--- config.mk ---
export PLATFORM = sky130hd
export DESIGN_NAME = pe_array_pipe
export DESIGN_NICKNAME = d
export VERILOG_FILES = /design/src/rtl/pe_array_pipe.sv
export SDC_FILE = /design/constraint.sdc
export NUM_CORES = 2
export LEC_CHECK = 0
export BUFFER_PORTS_ARGS = -buffer_cell sky130_fd_sc_hd__buf_2
export CELL_PAD_IN_SITES_DETAIL_PLACEMENT = 2
export CELL_PAD_IN_SITES_GLOBAL_PLACEMENT = 2
export CORE_UTILIZATION = 36
export DETAILED_ROUTE_END_ITERATION = 8
export PLACE_DENSITY_LB_ADDON = 0.1
export SLEW_MARGIN = 20
export SYNTH_ARGS = -nofsm -noshare
export SYNTH_HDL_FRONTEND = slang
export SYNTH_SLANG_ARGS = --single-unit
export TNS_END_PERCENT = 100
--- constraint.sdc ---
create_clock -name clk -period 8.8 [get_ports clk]
set_input_delay 0.44 -clock clk [delete_from_list [all_inputs] [get_ports clk]]
set_output_delay 0.44 -clock clk [all_outputs]
set_load 0.01 [all_outputs]
--- src/rtl/pe_array_pipe.sv ---
// SIMD PE array: PE_COUNT lanes of the pe unit behind a valid/ready pipeline,
// with per-lane pass-through masking and an optional horizontal sum reduction.

package pe_array_pipe_pkg;
    localparam int unsigned OP_SEL_WIDTH = 3;

    typedef enum logic [OP_SEL_WIDTH-1:0] {
        OP_ADD = 3'd0,
        OP_SUB = 3'd1,
        OP_AND = 3'd2,
        OP_OR  = 3'd3,
        OP_XOR = 3'd4,
        OP_MIN = 3'd5,
        OP_MAX = 3'd6
    } pe_op_e;
endpackage

module pe
    import pe_array_pipe_pkg::*;
#(
    parameter int unsigned DATA_WIDTH = 32
) (
    input  logic [DATA_WIDTH-1:0]   i_a,
    input  logic [DATA_WIDTH-1:0]   i_b,
    input  logic [OP_SEL_WIDTH-1:0] i_op,
    output logic [DATA_WIDTH-1:0]   o_y
);
    always_comb begin
        o_y = '0;
        case (i_op)
            OP_ADD:  o_y = i_a + i_b;
            OP_SUB:  o_y = i_a - i_b;
            OP_AND:  o_y = i_a & i_b;
            OP_OR:   o_y = i_a | i_b;
            OP_XOR:  o_y = i_a ^ i_b;
            OP_MIN:  o_y = ($signed(i_a) < $signed(i_b)) ? i_a : i_b;
            OP_MAX:  o_y = ($signed(i_a) > $signed(i_b)) ? i_a : i_b;
            default: o_y = '0;
        endcase
    end
endmodule

module pe_array_pipe
    import pe_array_pipe_pkg::*;
#(
    parameter int unsigned PE_COUNT    = 4,
    parameter int unsigned DATA_WIDTH  = 32,
    parameter int unsigned PIPE_STAGES = 2,
    parameter int unsigned RED_WIDTH   = DATA_WIDTH + $clog2(PE_COUNT) + 1
) (
    input  logic                           clk,
    input  logic                           rst,
    input  logic                           in_valid,
    output logic                           in_ready,
    input  logic [PE_COUNT*DATA_WIDTH-1:0] a,
    input  logic [PE_COUNT*DATA_WIDTH-1:0] b,
    input  logic [OP_SEL_WIDTH-1:0]        pe_op,
    input  logic [PE_COUNT-1:0]            lane_en,
    input  logic                           red_en,
    output logic                           out_valid,
    input  logic                           out_ready,
    output logic [PE_COUNT*DATA_WIDTH-1:0] pe_out,
    output logic [RED_WIDTH-1:0]           red_out,
    output logic                           red_valid,
    output logic                           busy
);
    localparam int unsigned VW   = PE_COUNT * DATA_WIDTH;
    localparam int unsigned LAST = PIPE_STAGES - 1;

    logic [VW-1:0]       w_c;
    logic                w_adv;
    logic                w_busy;
    logic signed [RED_WIDTH-1:0]  w_sum;
    logic signed [DATA_WIDTH-1:0] w_lane;

    logic                r_vld [PIPE_STAGES];
    logic [VW-1:0]       r_res [PIPE_STAGES];
    logic [PE_COUNT-1:0] r_en  [PIPE_STAGES];
    logic                r_red [PIPE_STAGES];

    for (genvar g = 0; g < PE_COUNT; g++) begin : g_lane
        logic [DATA_WIDTH-1:0] w_pe;

        pe #(.DATA_WIDTH(DATA_WIDTH)) u_pe (
            .i_a  (a[g*DATA_WIDTH +: DATA_WIDTH]),
            .i_b  (b[g*DATA_WIDTH +: DATA_WIDTH]),
            .i_op (pe_op),
            .o_y  (w_pe)
        );

        // Masked lanes forward operand A untouched
        assign w_c[g*DATA_WIDTH +: DATA_WIDTH] = lane_en[g] ? w_pe : a[g*DATA_WIDTH +: DATA_WIDTH];
    end

    assign w_adv    = !out_valid || out_ready;
    assign in_ready = w_adv;

    // Data registers only load behind a valid bit; bubbles move valid=0 only
    always_ff @(posedge clk) begin
        if (rst) begin
            for (int unsigned s = 0; s < PIPE_STAGES; s++) begin
                r_vld[s] <= 1'b0;
                r_res[s] <= '0;
                r_en[s]  <= '0;
                r_red[s] <= 1'b0;
            end
        end else if (w_adv) begin
            r_vld[0] <= in_valid;
            if (in_valid) begin
                r_res[0] <= w_c;
                r_en[0]  <= lane_en;
                r_red[0] <= red_en;
            end
            for (int unsigned s = 1; s < PIPE_STAGES; s++) begin
                r_vld[s] <= r_vld[s-1];
                if (r_vld[s-1]) begin
                    r_res[s] <= r_res[s-1];
                    r_en[s]  <= r_en[s-1];
                    r_red[s] <= r_red[s-1];
                end
            end
        end
    end

    always_comb begin
        w_sum  = '0;
        w_lane = '0;
        for (int unsigned l = 0; l < PE_COUNT; l++) begin
            w_lane = r_res[LAST][l*DATA_WIDTH +: DATA_WIDTH];
            if (r_en[LAST][l]) begin
                w_sum = w_sum + RED_WIDTH'(w_lane);
            end
        end
    end

    always_comb begin
        w_busy = 1'b0;
        for (int unsigned s = 0; s < PIPE_STAGES; s++) begin
            w_busy = w_busy | r_vld[s];
        end
    end

    assign out_valid = r_vld[LAST];
    assign pe_out    = r_res[LAST];
    assign red_out   = w_sum;
    assign red_valid = r_vld[LAST] && r_red[LAST];
    assign busy      = w_busy;
endmodule

**After elaboration in Yosys (flattened, before gate mapping)**

Memories as Yosys holds them, arrays and structs flattened.
Cells that the tools add are included.

- Add/subtract/negate cells: 11
- Eq/ne operators: 6
- Multiplexer cells: 41
- Reductions and logical operators: 4
- Bitwise logic cells: 21
- Magnitude comparators: 8

Operators with widths:

| operator | number |
|---|---|
| $pmux W32 S7 | 4 |
| $mux W32 | 12 |
| $mux W128 | 2 |
| $mux W35 | 4 |
| $add A32 B32 Y32 | 4 |
| $and A32 B32 Y32 | 4 |
| $gt A32 B32 Y1 | 4 |
| $lt A32 B32 Y1 | 4 |
| $or A32 B32 Y32 | 4 |
| $sub A32 B32 Y32 | 4 |
| $xor A32 B32 Y32 | 4 |
| $add A35 B32 Y35 | 3 |
| $mux W1 | 17 |
| $eq A3 B3 Y1 const B | 3 |
| $or A1 B1 Y1 | 9 |
| $mux W4 | 2 |
| $eq A3 B2 Y1 const B | 2 |
| $eq A3 B1 Y1 const B | 1 |
| $logic_not A3 Y1 | 1 |
| $logic_and A1 B1 Y1 | 1 |
| $logic_not A1 Y1 | 1 |
| $logic_or A1 B1 Y1 | 1 |

- Memories kept: 4
- Word-level logic and storage cells: 95
- Flip-flop bits (word level): 0
- Bits of input ports: 268
- Bits in writable memories: 268

Memory list:

| name | words | width | rd ports | clocked after Yosys merged registers in | write ports | RTL line | source |
|---|---|---|---|---|---|---|---|
| r_res | 2 | 128 | 2 | 0 | 2 | 77 | `logic [VW-1:0] r_res [PIPE_STAGES];` |
| r_en | 2 | 4 | 2 | 0 | 2 | 78 | `logic [PE_COUNT-1:0] r_en [PIPE_STAGES];` |
| r_red | 2 | 1 | 2 | 0 | 2 | 79 | `logic r_red [PIPE_STAGES];` |
| r_vld | 2 | 1 | 2 | 0 | 2 | 76 | `logic r_vld [PIPE_STAGES];` |

**Longest topological paths before layout**

- Word-level depth: 7
- Gate-level depth with buffers: 41
- Gate-level depth less buffers: 37

**Cells and area by module**

From an unflattened synthesis, not the netlist that was laid out.

- Cells, all modules: 5805
- Area, all modules: 43969.7 um^2

By module, submodules not included:

| module | area each (um^2) | cells an instance | times used |
|---|---|---|---|
| pe_array_pipe | 19113.3 | 1907 | 1 |
| pe (g_lane[2].u_pe ...) | 6238.5 | 980 | 2 |
| pe (g_lane[0].u_pe) | 6237.2 | 974 | 1 |
| pe (g_lane[1].u_pe) | 6142.1 | 964 | 1 |

**Worst setup path after synthesis**

No wires, ideal clock.

- Path type: reg2out
- Start: memory r_en[1][0], in the netlist r_en[0][4]
- End: output red_out[33]
- Data arrival time: 7.552 ns
- Path buffers: 4
- Slack: 0.808 ns
- Cell stages (with the launch flop): 37
- Cell sequence: edfxtp_1 > buf_2 > buf_2 > clkbuf_1 > and2_1 > ha_1 > maj3_1 > and3_1 > o21ai_1 > a31oi_1 > or2_2 > a21oi_1 > nor3_1 > or3_1 > a31o_2 > ha_1 > clkbuf_1 > and4_1 > nor2b_1 > a211o_1 > a31o_2 > a311o_1 > xor2_1 > mux2_2 > ha_1 > nand2_1 > or3_1 > nor2_1 > o2bb2ai_1 > a311oi_1 > nor4_1 > o31a_1 > o21a_1 > o21ai_2 > mux2i_1 > and3_1 > a31oi_1

RTL lines:

| element | RTL line | source |
|---|---|---|
| start, declared | 78 |  |
| end, declared | 63 | `output logic [RED_WIDTH-1:0] red_out,` |

==> results_dict.tcl <==
set metrics [dict create \
    cp-start-kind "flop" \
    yosys.area.top_type "edfxtp_1" \
    dp_hpwl_mm 156 \
    crit_path_end_kind "output port" \
    drive_gt1_share_pct 13.7 \
    cp.arrival_ps 8170 \
    synthSimpleGateAreaFrac_pct 17.0 \
    cts_htree_levels 1 \
    die_height_um 337 \
    maxSlewViolCount 0 \
    ctsRootBufferMaster "clkbuf_16" \
    first_pass_iters 6 \
    reg2reg_slack_ps 4450 \
    place_ws_ps 16.1 \
    synth_edf_count 268 \
    reg2reg_from "r_vld[0][1]$_SDFFCE_PN0P_" \
    rr_worst_depth 9 \
    slew_headroom_pct 20.9 \
    fin_cells 6959 \
    netlist.area_leader.share_pct 20.0 \
    port_buffers 434 \
    cp-endpoint "red_out[33]" \
    nFillCells 13100 \
    hold_path.class "in2reg" \
    final_util_pct 40.1 \
    ioPinCount 435 \
    wl_mm 203 \
    layout_min_cycle_time_ps 8610 \
    synth_top_family_by_area "compound AO/OA/AOI/OAI gates" \
    initial_core_util_pct 36.4 \
    grt_max_degree 139 \
    critical_path_class "reg2out" \
    multi_input_area_um2 29000 \
    place_area_um2 42800 \
    regArea_um2 8050 \
    critPathMaxFanout 8 \
    synthesis.area_um2 40300 \
    ys_seq_elements 268 \
    power_per_cell_area_nw_per_um2 135 \
    grt_pass1_wl_mm 295 \
    cts_tree "built" \
    place_congestion 0.945 \
    drc 0 \
    num_vias 43000 \
    clk_pin_slew_ps 70 \
    wl_per_cell_um 29.2 \
    drtIter0Drc 3671 \
    synth-main-ff-cell "edfxtp_1" \
    antenna_found_initial 49 \
    synth_top_cells_by_area "edfxtp_1 20%, ha_1 15%, a21oi_1 7.3%" \
    fmax_ghz 0.116 \
    slowest_delay_ps 450 \
    yosysSeqAreaShare_pct 20.0 \
    numCtsBuffers 31 \
    yosysWarningCount 0 \
    clock_latency_ps 640 \
    required_ps 8360 \
    r2r_end "r_res[0][115]$_SDFFCE_PN0P_" \
    clockBufferDepth 3 \
    ant_nets 0 \
    p_leak_nw 19.6 \
    synthAdderAreaFrac_pct 15.5 \
    crit_path_start "r_en[0][4]$_SDFFCE_PN0P_" \
    synth_compound_area_share_pct 30.9 \
    final_area_um2 44400 \
    worstMarginPinSlew_ps 1190 \
    die_w_um 337 \
    nets 6191 \
    grt_use_total_pct 34.5 \
    crit_slowest_cell "edfxtp_1" \
    place_inst 6871 \
    synthMuxAreaShare_pct 3.18 \
    syn_area_per_cell_um2 7.56 \
    num_rows 122 \
    setup-violations-final 0 \
    synthArstFlopShare_pct 0 \
    synth_cell_types 100 \
    core_um2 111000 \
    ir_drop_v 0.000169 \
    synth_fp_nets 6094 \
    synth_cells 5335 \
    status "finished, final reports clean" \
    hold_viol_final 0 \
    via_per_inst 6.18 \
    grt_pass1_vias 44200 \
    synthToLayoutAreaGrowth_pct 10.1 \
    min_period_over_period_pct 97.9 \
    maxCapViolCount 0 \
    dieArea_um2 113000 \
    worst_slack_ps 189 \
    skew_ps 26.6 \
    grt_overflow_total 0 \
    ctsHoldBuffers 0 \
    synth_xor_area_share_pct 3.89 \
    cts.sinks 268 \
]
## power breakdown
group	internal (W)	switching (W)
registers	0.00154	0.000141
clock network	0.000766	0.000596
logic	0.00104	0.00189
## per-layer routing
| layer | track usage (%) | vias up | routed length [µm] |
|---|---|---|---|
| met5 | 0 | - | 213 |
| met4 | 11.1 | 34 | 6480 |
| met3 | 4.11 | 328 | 12800 |
| met2 | 56.6 | 1366 | 92900 |
| met1 | 46.9 | 21900 | 90700 |
| li1 | - | 19400 | - |
## worst min path at each step
stage                     slack (ps)                     endpoint                  startpoint  cells past startpoint
after floorplan                  500     r_en[0][4]$_SDFFCE_PN0P_    r_en[0][0]$_SDFFCE_PN0P_                      1
after CTS                        120    r_red[0][0]$_SDFFCE_PN0P_                      red_en                      2
final                            140    r_red[0][0]$_SDFFCE_PN0P_                      red_en                      2
after global placement           500  r_res[0][215]$_SDFFCE_PN0P_  r_res[0][87]$_SDFFCE_PN0P_                      1
after global routing             130    r_red[0][0]$_SDFFCE_PN0P_                      red_en                      2
after detailed placement         510  r_res[0][167]$_SDFFCE_PN0P_  r_res[0][39]$_SDFFCE_PN0P_                      1
## metrics by stage
step	setup TNS, ps	power (W)	hold slack (ps)
2_1_floorplan	0	0.00351	497
3_3_place_gp	0	0.00442	498
3_5_place_dp	0	0.00452	509
4_1_cts	0	0.00591	117
5_1_grt	-260	0.00625	134
6_report	0	0.00598	139
## final cells by class
| type | count | area share [%] |
|---|---|---|
| diodes | 16 | 0.0902 |
| clock buffers | 35 | 1.78 |
| clock inverters | 21 | 0.521 |
| inverters | 430 | 3.64 |
| multi-input cells | 4187 | 65.3 |
| flip-flops and latches | 268 | 18.1 |
| well taps | 1488 | 4.19 |
| repair buffers | 514 | 6.38 |
## sequential cells by signal, summed over array words and instances (netlist names)
name   count
r_res    256
r_red      2
r_en       8
r_vld      2
## placed cells by master (no fill, tap or decap), types with 57 or more instances in the layout
cell / instances
buf_4: 78
o21bai_1: 90
o22ai_1: 74
nand3_1: 83
nor2_1: 470
nand2_1: 384
ha_1: 467
inv_1: 422
o211ai_1: 57
and2_1: 167
edfxtp_1: 268
buf_2: 431
o21ai_0: 386
a21o_1: 110
a211oi_1: 77
xnor2_1: 128
a21oi_1: 583
mux2i_1: 80
nor3_1: 100
## cells by family after synthesis
kind of cell | count (synthesis)
flip-flops | 268
adder cells (fa/ha/maj) | 495
XOR/XNOR | 179
multiplexers | 123
buffers and inverters | 880
AO/OA/AOI/OAI | 1924
AND/OR/NAND/NOR | 1466
## Yosys cell counts (13+ instances only)
master,instances
a22oi_1,28
edfxtp_1,268
o211ai_1,57
buf_2,34
a211oi_1,77
a221o_1,20
nor2_1,480
o22ai_1,77
o31ai_1,34
o21bai_1,90
o32a_1,13
nor3_1,105
or3_1,22
nor2b_1,36
a21oi_1,590
and2_1,169
nor4_1,39
nand2b_1,37
o221ai_1,46
a221oi_1,48
xor2_1,49
clkbuf_1,256
buf_4,132
a21o_1,111
nand3_1,85
inv_1,424
mux2_2,41
a31oi_1,59
o21a_1,45
ha_1,481
buf_1,26
mux2i_1,82
xnor2_1,130
nand4_1,23
and3_1,27
a22o_1,33
a222oi_1,25
nand2_1,390
o21ai_0,392
## critical path: cells and delay by family, from the launching register on
kind / cells / cell delay, ps
mux: 2 / 440
flops: 1 / 450
simple gates: 11 / 2030
xor+xnor: 1 / 160
fa+ha+maj: 4 / 1210
buf+inv: 5 / 710
compound gates: 12 / 2550
## what timing repair did
| action | CTS | global route |
|---|---|---|
| pin swaps | 5 | 24 |
| resized for setup | 13 | 59 |
| setup endpoints to repair | 9 | 9 |
| buffers inserted | 3 | 12 |
| cloned | 0 | 1 |
(Power assumes the default switching activity.)
